--- src/rtl/pipe_multi_add.sv ---
`default_nettype none
// ============================================================================
// Module   : pipe_multi_add
// Summary  : Pipelined ternary adder tree summing NUM_IN operands, one level
//            per register stage, with a global valid/ready stall.
// Revision : 1.0 - initial release
// ============================================================================
module pipe_multi_add #(
    parameter int WIDTH     = 8,
    parameter int NUM_IN    = 9,
    parameter bit SIGN_EXT  = 1'b0,
    localparam int LEVELS    = (NUM_IN <= 3) ? 1 : (NUM_IN <= 9) ? 2 : 3,
    localparam int OUT_WIDTH = WIDTH + 2 * LEVELS
) (
    input  logic                      clk,
    input  logic                      rst,
    input  logic [NUM_IN*WIDTH-1:0]   in_data,
    input  logic                      in_valid,
    output logic                      in_ready,
    output logic [OUT_WIDTH-1:0]      out_sum,
    output logic                      out_valid,
    input  logic                      out_ready
);

    // Number of partial sums produced by a given level (level 0 = operands).
    function automatic int f_count(input int lvl);
        int c;
        c = NUM_IN;
        for (int i = 0; i < lvl; i++) begin
            c = (c + 2) / 3;
        end
        return c;
    endfunction

    logic                 w_advance;
    logic [LEVELS-1:0]    r_valid;
    // Raw node values of every level, zero-padded to OUT_WIDTH; each level
    // only carries meaning in its low WIDTH+2*level bits.
    logic [OUT_WIDTH-1:0] w_node [0:LEVELS][0:NUM_IN-1];

    assign w_advance = out_ready | ~out_valid;
    assign in_ready  = w_advance;
    assign out_valid = r_valid[LEVELS-1];
    assign out_sum   = w_node[LEVELS][0];

    always_ff @(posedge clk) begin
        if (rst) begin
            r_valid <= '0;
        end else if (w_advance) begin
            r_valid[0] <= in_valid;
            for (int i = 1; i < LEVELS; i++) begin
                r_valid[i] <= r_valid[i-1];
            end
        end
    end

    generate
        for (genvar j = 0; j < NUM_IN; j++) begin : g_operand
            assign w_node[0][j] = OUT_WIDTH'(in_data[j*WIDTH +: WIDTH]);
        end

        for (genvar l = 1; l <= LEVELS; l++) begin : g_level
            localparam int W_IN  = WIDTH + 2 * (l - 1);
            localparam int W_OUT = W_IN + 2;
            localparam int N_IN  = f_count(l - 1);
            localparam int N_OUT = f_count(l);

            // Data registers only capture when the incoming stage is valid,
            // so bubbles leave the previous result in place.
            logic w_load;
            if (l == 1) begin : g_first
                assign w_load = w_advance & in_valid;
            end else begin : g_inner
                assign w_load = w_advance & r_valid[l-2];
            end

            for (genvar j = 0; j < NUM_IN; j++) begin : g_node
                if (j < N_OUT) begin : g_sum
                    logic [W_OUT-1:0] w_opnd [0:2];
                    logic [W_OUT-1:0] r_sum;

                    for (genvar k = 0; k < 3; k++) begin : g_opnd
                        if (3 * j + k < N_IN) begin : g_real
                            logic [W_IN-1:0] w_raw;
                            assign w_raw = w_node[l-1][3*j+k][W_IN-1:0];
                            assign w_opnd[k] = SIGN_EXT ? {{2{w_raw[W_IN-1]}}, w_raw}
                                                        : {2'b00, w_raw};
                        end else begin : g_zero
                            assign w_opnd[k] = '0;
                        end
                    end

                    always_ff @(posedge clk) begin
                        if (rst) begin
                            r_sum <= '0;
                        end else if (w_load) begin
                            r_sum <= w_opnd[0] + w_opnd[1] + w_opnd[2];
                        end
                    end

                    assign w_node[l][j] = OUT_WIDTH'(r_sum);
                end else begin : g_unused
                    assign w_node[l][j] = '0;
                end
            end
        end
    endgenerate

endmodule
`default_nettype wire

--- config.mk ---
export PLATFORM = sky130hd
export DESIGN_NAME = pipe_multi_add
export DESIGN_NICKNAME = d
export VERILOG_FILES = /design/src/rtl/pipe_multi_add.sv
export SDC_FILE = /design/constraint.sdc
export NUM_CORES = 1
export LEC_CHECK = 0
export ABC_AREA = 1
export BUFFER_PORTS_ARGS = -buffer_cell sky130_fd_sc_hd__buf_4
export CAP_MARGIN = 10
export CORE_MARGIN = 8
export CORE_UTILIZATION = 50
export CTS_CLUSTER_DIAMETER = 80
export DETAILED_ROUTE_END_ITERATION = 12
export PLACE_DENSITY = 0.88
export SLEW_MARGIN = 15
export SYNTH_ARGS = -nofsm -noshare
export SYNTH_HDL_FRONTEND = slang
export SYNTH_SLANG_ARGS = --single-unit
--- constraint.sdc ---
create_clock -name clk -period 2.4 [get_ports clk]
set_clock_uncertainty 0.2 [all_clocks]
set_input_delay 0.48 -clock clk [delete_from_list [all_inputs] [get_ports clk]]
set_output_delay 0.48 -clock clk [all_outputs]
set_load 0.1 [all_outputs]
# [Word-level counts from Yosys, hierarchy flattened]
# Index checks and enable logic that the tools add are counted.
[classes] addsub=8 bitwise_logic=4
[ops] operator="9-bit by 8-bit adder with 10-bit output" count=3
[ops] operator="8-bit by 8-bit adder with 9-bit output" count=3
[ops] operator="11-bit by 10-bit adder with 12-bit output" count=1
[ops] operator="10-bit by 10-bit adder with 11-bit output" count=1
[ops] operator="1-bit AND" count=2
[ops] operator="1-bit NOT" count=1
[ops] operator="1-bit bitwise OR" count=1
[totals] regBits=44 input_bits=76 output_inout_bits=14

# [Logic depth before layout (Yosys ltp)]
[depth] depth_word=3 ltp_mapped=15 ltp_nobuf=15

# [Least setup slack after synthesis]
# OpenSTA, ideal clock, no wires.
[synth_path] kind="input to register" start="input port in_data[1]" end="register g_level[1].g_node[0].g_sum.r_sum[5]" path_buffers=0 t_arrival_ns=2.093 setup_time_ns=0.115 stages=8 setup_slack_ns=-0.008 t_required_ns=2.085 path_cell_list="fa_1 > ha_1 > fa_1 > nand3_1 > nand3_1 > xor2_1 > o21ai_0 > inv_1"
[synth_between] elab_chain_cells=2
[synth_lines] element="start, declared" line_no="17" text="input logic [NUM_IN*WIDTH-1:0] in_data,"
[synth_lines] element="8-bit by 8-bit adder with 9-bit output" line_no="97" text="r_sum <= w_opnd[0] + w_opnd[1] + w_opnd[2];"
[synth_lines] element="9-bit by 8-bit adder with 10-bit output" line_no="97"
[synth_lines] element="end signal, assigned" line_no="97"
[synth_lines] element="end, declared" line_no="80" text="logic [W_OUT-1:0] r_sum;"
# Every way passes these cells.
# A chain may end at the register's enable or synchronous reset.

# [Worst setup path after layout]
[layout_path] start="register g_level[1].g_node[2].g_sum.r_sum[1]" end="register g_level[2].g_node[0].g_sum.r_sum[5], in the netlist out_sum[5]"
[layout_between] elab_chain_cells=1
[layout_lines] element="start, declared" line_no="80"
[layout_lines] element="start signal, assigned" line_no="97"
[layout_lines] element="11-bit by 10-bit adder with 12-bit output" line_no="97"
[layout_lines] element="end signal, assigned" line_no="97"
[layout_lines] element="end, declared" line_no="80"
# Every way passes these cells.

==> metrics.yaml <==
status: "finished clean"
row_count: 32
critical_path_depth: 11
power.share.sequential: 0.286
r2r-start: "g_level[1].g_node[2].g_sum.r_sum[1]$_SDFFE_PP0P_"
report.final.slew_viol_count: 0
dr.pass1.iters: 4
synth_area_per_cell_um2: 7.34
numCtsBuffers: 5
yosysUniqueCellTypes: 24
cp-end-kind: "register"
die_w_um: 105
num_antenna_cells: 0
max_stage_delay_ns: 0.57
place.gp.congestion: 0.866
cap_violations: 0
crit_path_max_fanout: 2
nets: 780
fin_crit_sh: 0.963
timing.hold.worst.class: "register to register"
min_period_ns: 2.31
setup_tns_ns: 0
post-dp-hpwl_um: 7920
required_ns: 2.39
synthesis.nets: 680
p_sw_frac: 0.419
cts-htree-levels: 2
wl_per_cell_um: 12.7
root_buffer: "clkbuf_8"
p_comb_frac: 0.519
clk_pin_slew_ns: 0.09
rsz0062_at_grt: "true"
antenna_found_initial: 0
grt_pass1_vias: 3860
track_usage: 0.173
via_per_inst: 5.01
cp-endpoint: "out_sum[5]$_SDFFE_PP0P_"
multiInputGateArea_um2: 2680
arrival_ns: 2.31
fin_ws_ns: 0.0889
yosys_warnings: 0
critPathSlowestCell: "fa_1"
io_buffers: 89
synth_cells: 536
worst_setup_path_start_kind: "register"
coreArea_um2: 7690
crit_family: "adder cells"
p_leak_nw: 2.61
area_delta_synth_final_pct: 24.7
vias: 3700
layout-drive-gt1-share: 0.199
r2r-end: "out_sum[5]$_SDFFE_PP0P_"
dieHeight_um: 105
synth_compound_area_frac: 0.0783
hold_viol: 0
grt_max_degree: 47
timing.fmax_mhz: 433
grt.overflow.total: 0
synth_xor_area_frac: 0.0245
seqCellArea_um2: 883
cts_tree: "built"
reg2regPathDepth: 11
grt_pass1_wl_um: 16300
synth_area_um2: 3930
ant_nets: 0
drc: 0
synthMuxAreaShare: 0
cts_max_path_buffers: 2
cts_num_sinks: 44
critPathLaunch: "g_level[1].g_node[2].g_sum.r_sum[1]$_SDFFE_PP0P_"
ios: 90
synth.area.top_cells: "dfxtp_1 22%, fa_1 19%, nand2_1 11%, ha_1 9.5%, inv_1 7.7%"
initial_core_util: 0.512
crit_path_cell_trace: "fa_1 > ha_4 > inv_2 > fa_2 > inv_2 > nand2_2 > nand2_2 > nand2_1 > xnor2_1 > o21ai_1 > inv_1"
synth_top_area_frac: 0.224
cp_num_buf_inv: 3
power_density_nw_per_um2: 628
ys_ff_latch: 44
wl_um: 9380
pwr-share-clk: 0.195
worstMarginPinSlew_ns: 0.418
slew_headroom: 0.721
place_ws_ns: -0.165
p_int_mw: 1.79
setup_viol_count_final: 0
yosys.area_share.simple: 0.282
ys_seq_area_frac: 0.224
synth_top_family_by_area: "adder cells"
synth_top_area_cell: "dfxtp_1"
ir_worst_vdd_mv: 0.314
nFillCells: 695
drt_iter0_drc: 153
reg2reg_setup_slack_ns: 0.09
clock_latency_ns: 0.30
synth_fa_ha_area_frac: 0.289
p_sw_mw: 1.29
crit_type: "register to register"
dieArea_um2: 11000
[metrics by stage]
stage | cell area (um^2) | util | power, mW | hold WS, ns | instances
global placement | 4750 | 0.617 | 2.41 | 0.261 | 730
finish | 4900 | 0.638 | 3.08 | 0.274 | 739
CTS | 4870 | 0.633 | 3.07 | 0.276 | 738
global route | 4900 | 0.638 | 3.34 | 0.292 | 739
floorplan | 3940 | - | 2.01 | 0.257 | 536
detailed placement | 4750 | 0.617 | 2.46 | 0.262 | 730
[state kept, by name (all words and copies together), names as in the netlist]
register / flops
g_level.g_node.g_sum.r_sum: 30
out_sum: 12
r_valid: 2
[synth_stat cells]
cell type / count
xnor2_1: 4
a21oi_1: 31
inv_1: 81
nand2_1: 117
buf_2: 3
inv_4: 1
nand4_1: 11
nor2_1: 79
o21a_1: 3
nand3_1: 47
nand2_8: 1
nand2_4: 2
o21ai_0: 18
fa_1: 38
o21ai_1: 5
a21boi_0: 1
o211ai_1: 1
or2_1: 4
ha_1: 30
dfxtp_1: 44
xor2_1: 7
buf_4: 3
buf_6: 4
inv_8: 1
[cell usage in the layout, fill, tap and decap left out, types with 7 or more instances in the layout]
cell type,n
a21oi_1,31
buf_4,103
dfxtp_1,42
fa_1,36
ha_1,29
inv_1,78
nand2_1,115
nand3_1,46
nand4_1,11
nor2_1,79
o21ai_0,17
xor2_1,7
[worst min-delay path by stage]
stage	startpoint	endpoint	slack, ns	cells past startpoint
4_1_cts	out_sum[11]$_SDFFE_PP0P_	out_sum[11]$_SDFFE_PP0P_	0.28	2
6_report	out_sum[11]$_SDFFE_PP0P_	out_sum[11]$_SDFFE_PP0P_	0.27	2
3_3_place_gp	out_sum[11]$_SDFFE_PP0P_	out_sum[11]$_SDFFE_PP0P_	0.26	2
2_1_floorplan	g_level[1].g_node[2].g_sum.r_sum[9]$_SDFFE_PP0P_	g_level[1].g_node[2].g_sum.r_sum[9]$_SDFFE_PP0P_	0.26	2
3_5_place_dp	out_sum[11]$_SDFFE_PP0P_	out_sum[11]$_SDFFE_PP0P_	0.26	2
5_1_grt	out_sum[11]$_SDFFE_PP0P_	out_sum[11]$_SDFFE_PP0P_	0.29	2
[worst reg2reg max path, cell delays in order, from the launching register on]
cell and delay, ns:
dfxtp_2 0.34, fa_1 0.57, ha_4 0.14, inv_2 0.04, fa_2 0.36, inv_2 0.08, nand2_2 0.05, nand2_2 0.08
nand2_1 0.06, xnor2_1 0.13, o21ai_1 0.12, inv_1 0.04
[cell families (layout without fill, tap and decap cells)]
group,after synthesis,after routing
flip-flops,44,44
XOR/XNOR,11,11
buffers and inverters,93,194
AO/OA/AOI/OAI,59,59
AND/OR/NAND/NOR,261,261
adder cells (fa/ha/maj),68,68
[cell type report]
type,instances,area share
sequential,44,0.180
clock buffer,6,0.0168
multi-input combinational,399,0.546
tap,102,0.0260
inverter,83,0.0656
clock inverter,2,0.00791
timing repair buffer,103,0.158
[repair_timing]
item | in CTS | in global routing
gates resized for setup | 0 | 12
hold buffers | 0 | 0
buffers inserted | 0 | 1
endpoints found under the setup margin | 0 | 4
[routing by layer]
metal  GRT usage  vias up  wire [um]
li1            -     1889          -
met1       0.196     1705       4080
met2       0.317       96       4700
met3      0.0436       10        485
met4      0.0377        0        113
met5           0        -          0
[power by group through the flow]
stage          Combinational (mW)  Sequential, mW  Clock (mW)
6_report                     1.60           0.880       0.602
5_1_grt                      1.81           0.890       0.639
4_1_cts                      1.58           0.879       0.613
3_5_place_dp                 1.57           0.896           0
3_3_place_gp                 1.52           0.892           0
2_1_floorplan               0.988            1.02           0
Note: power is estimated with default switching activity, not from simulation.
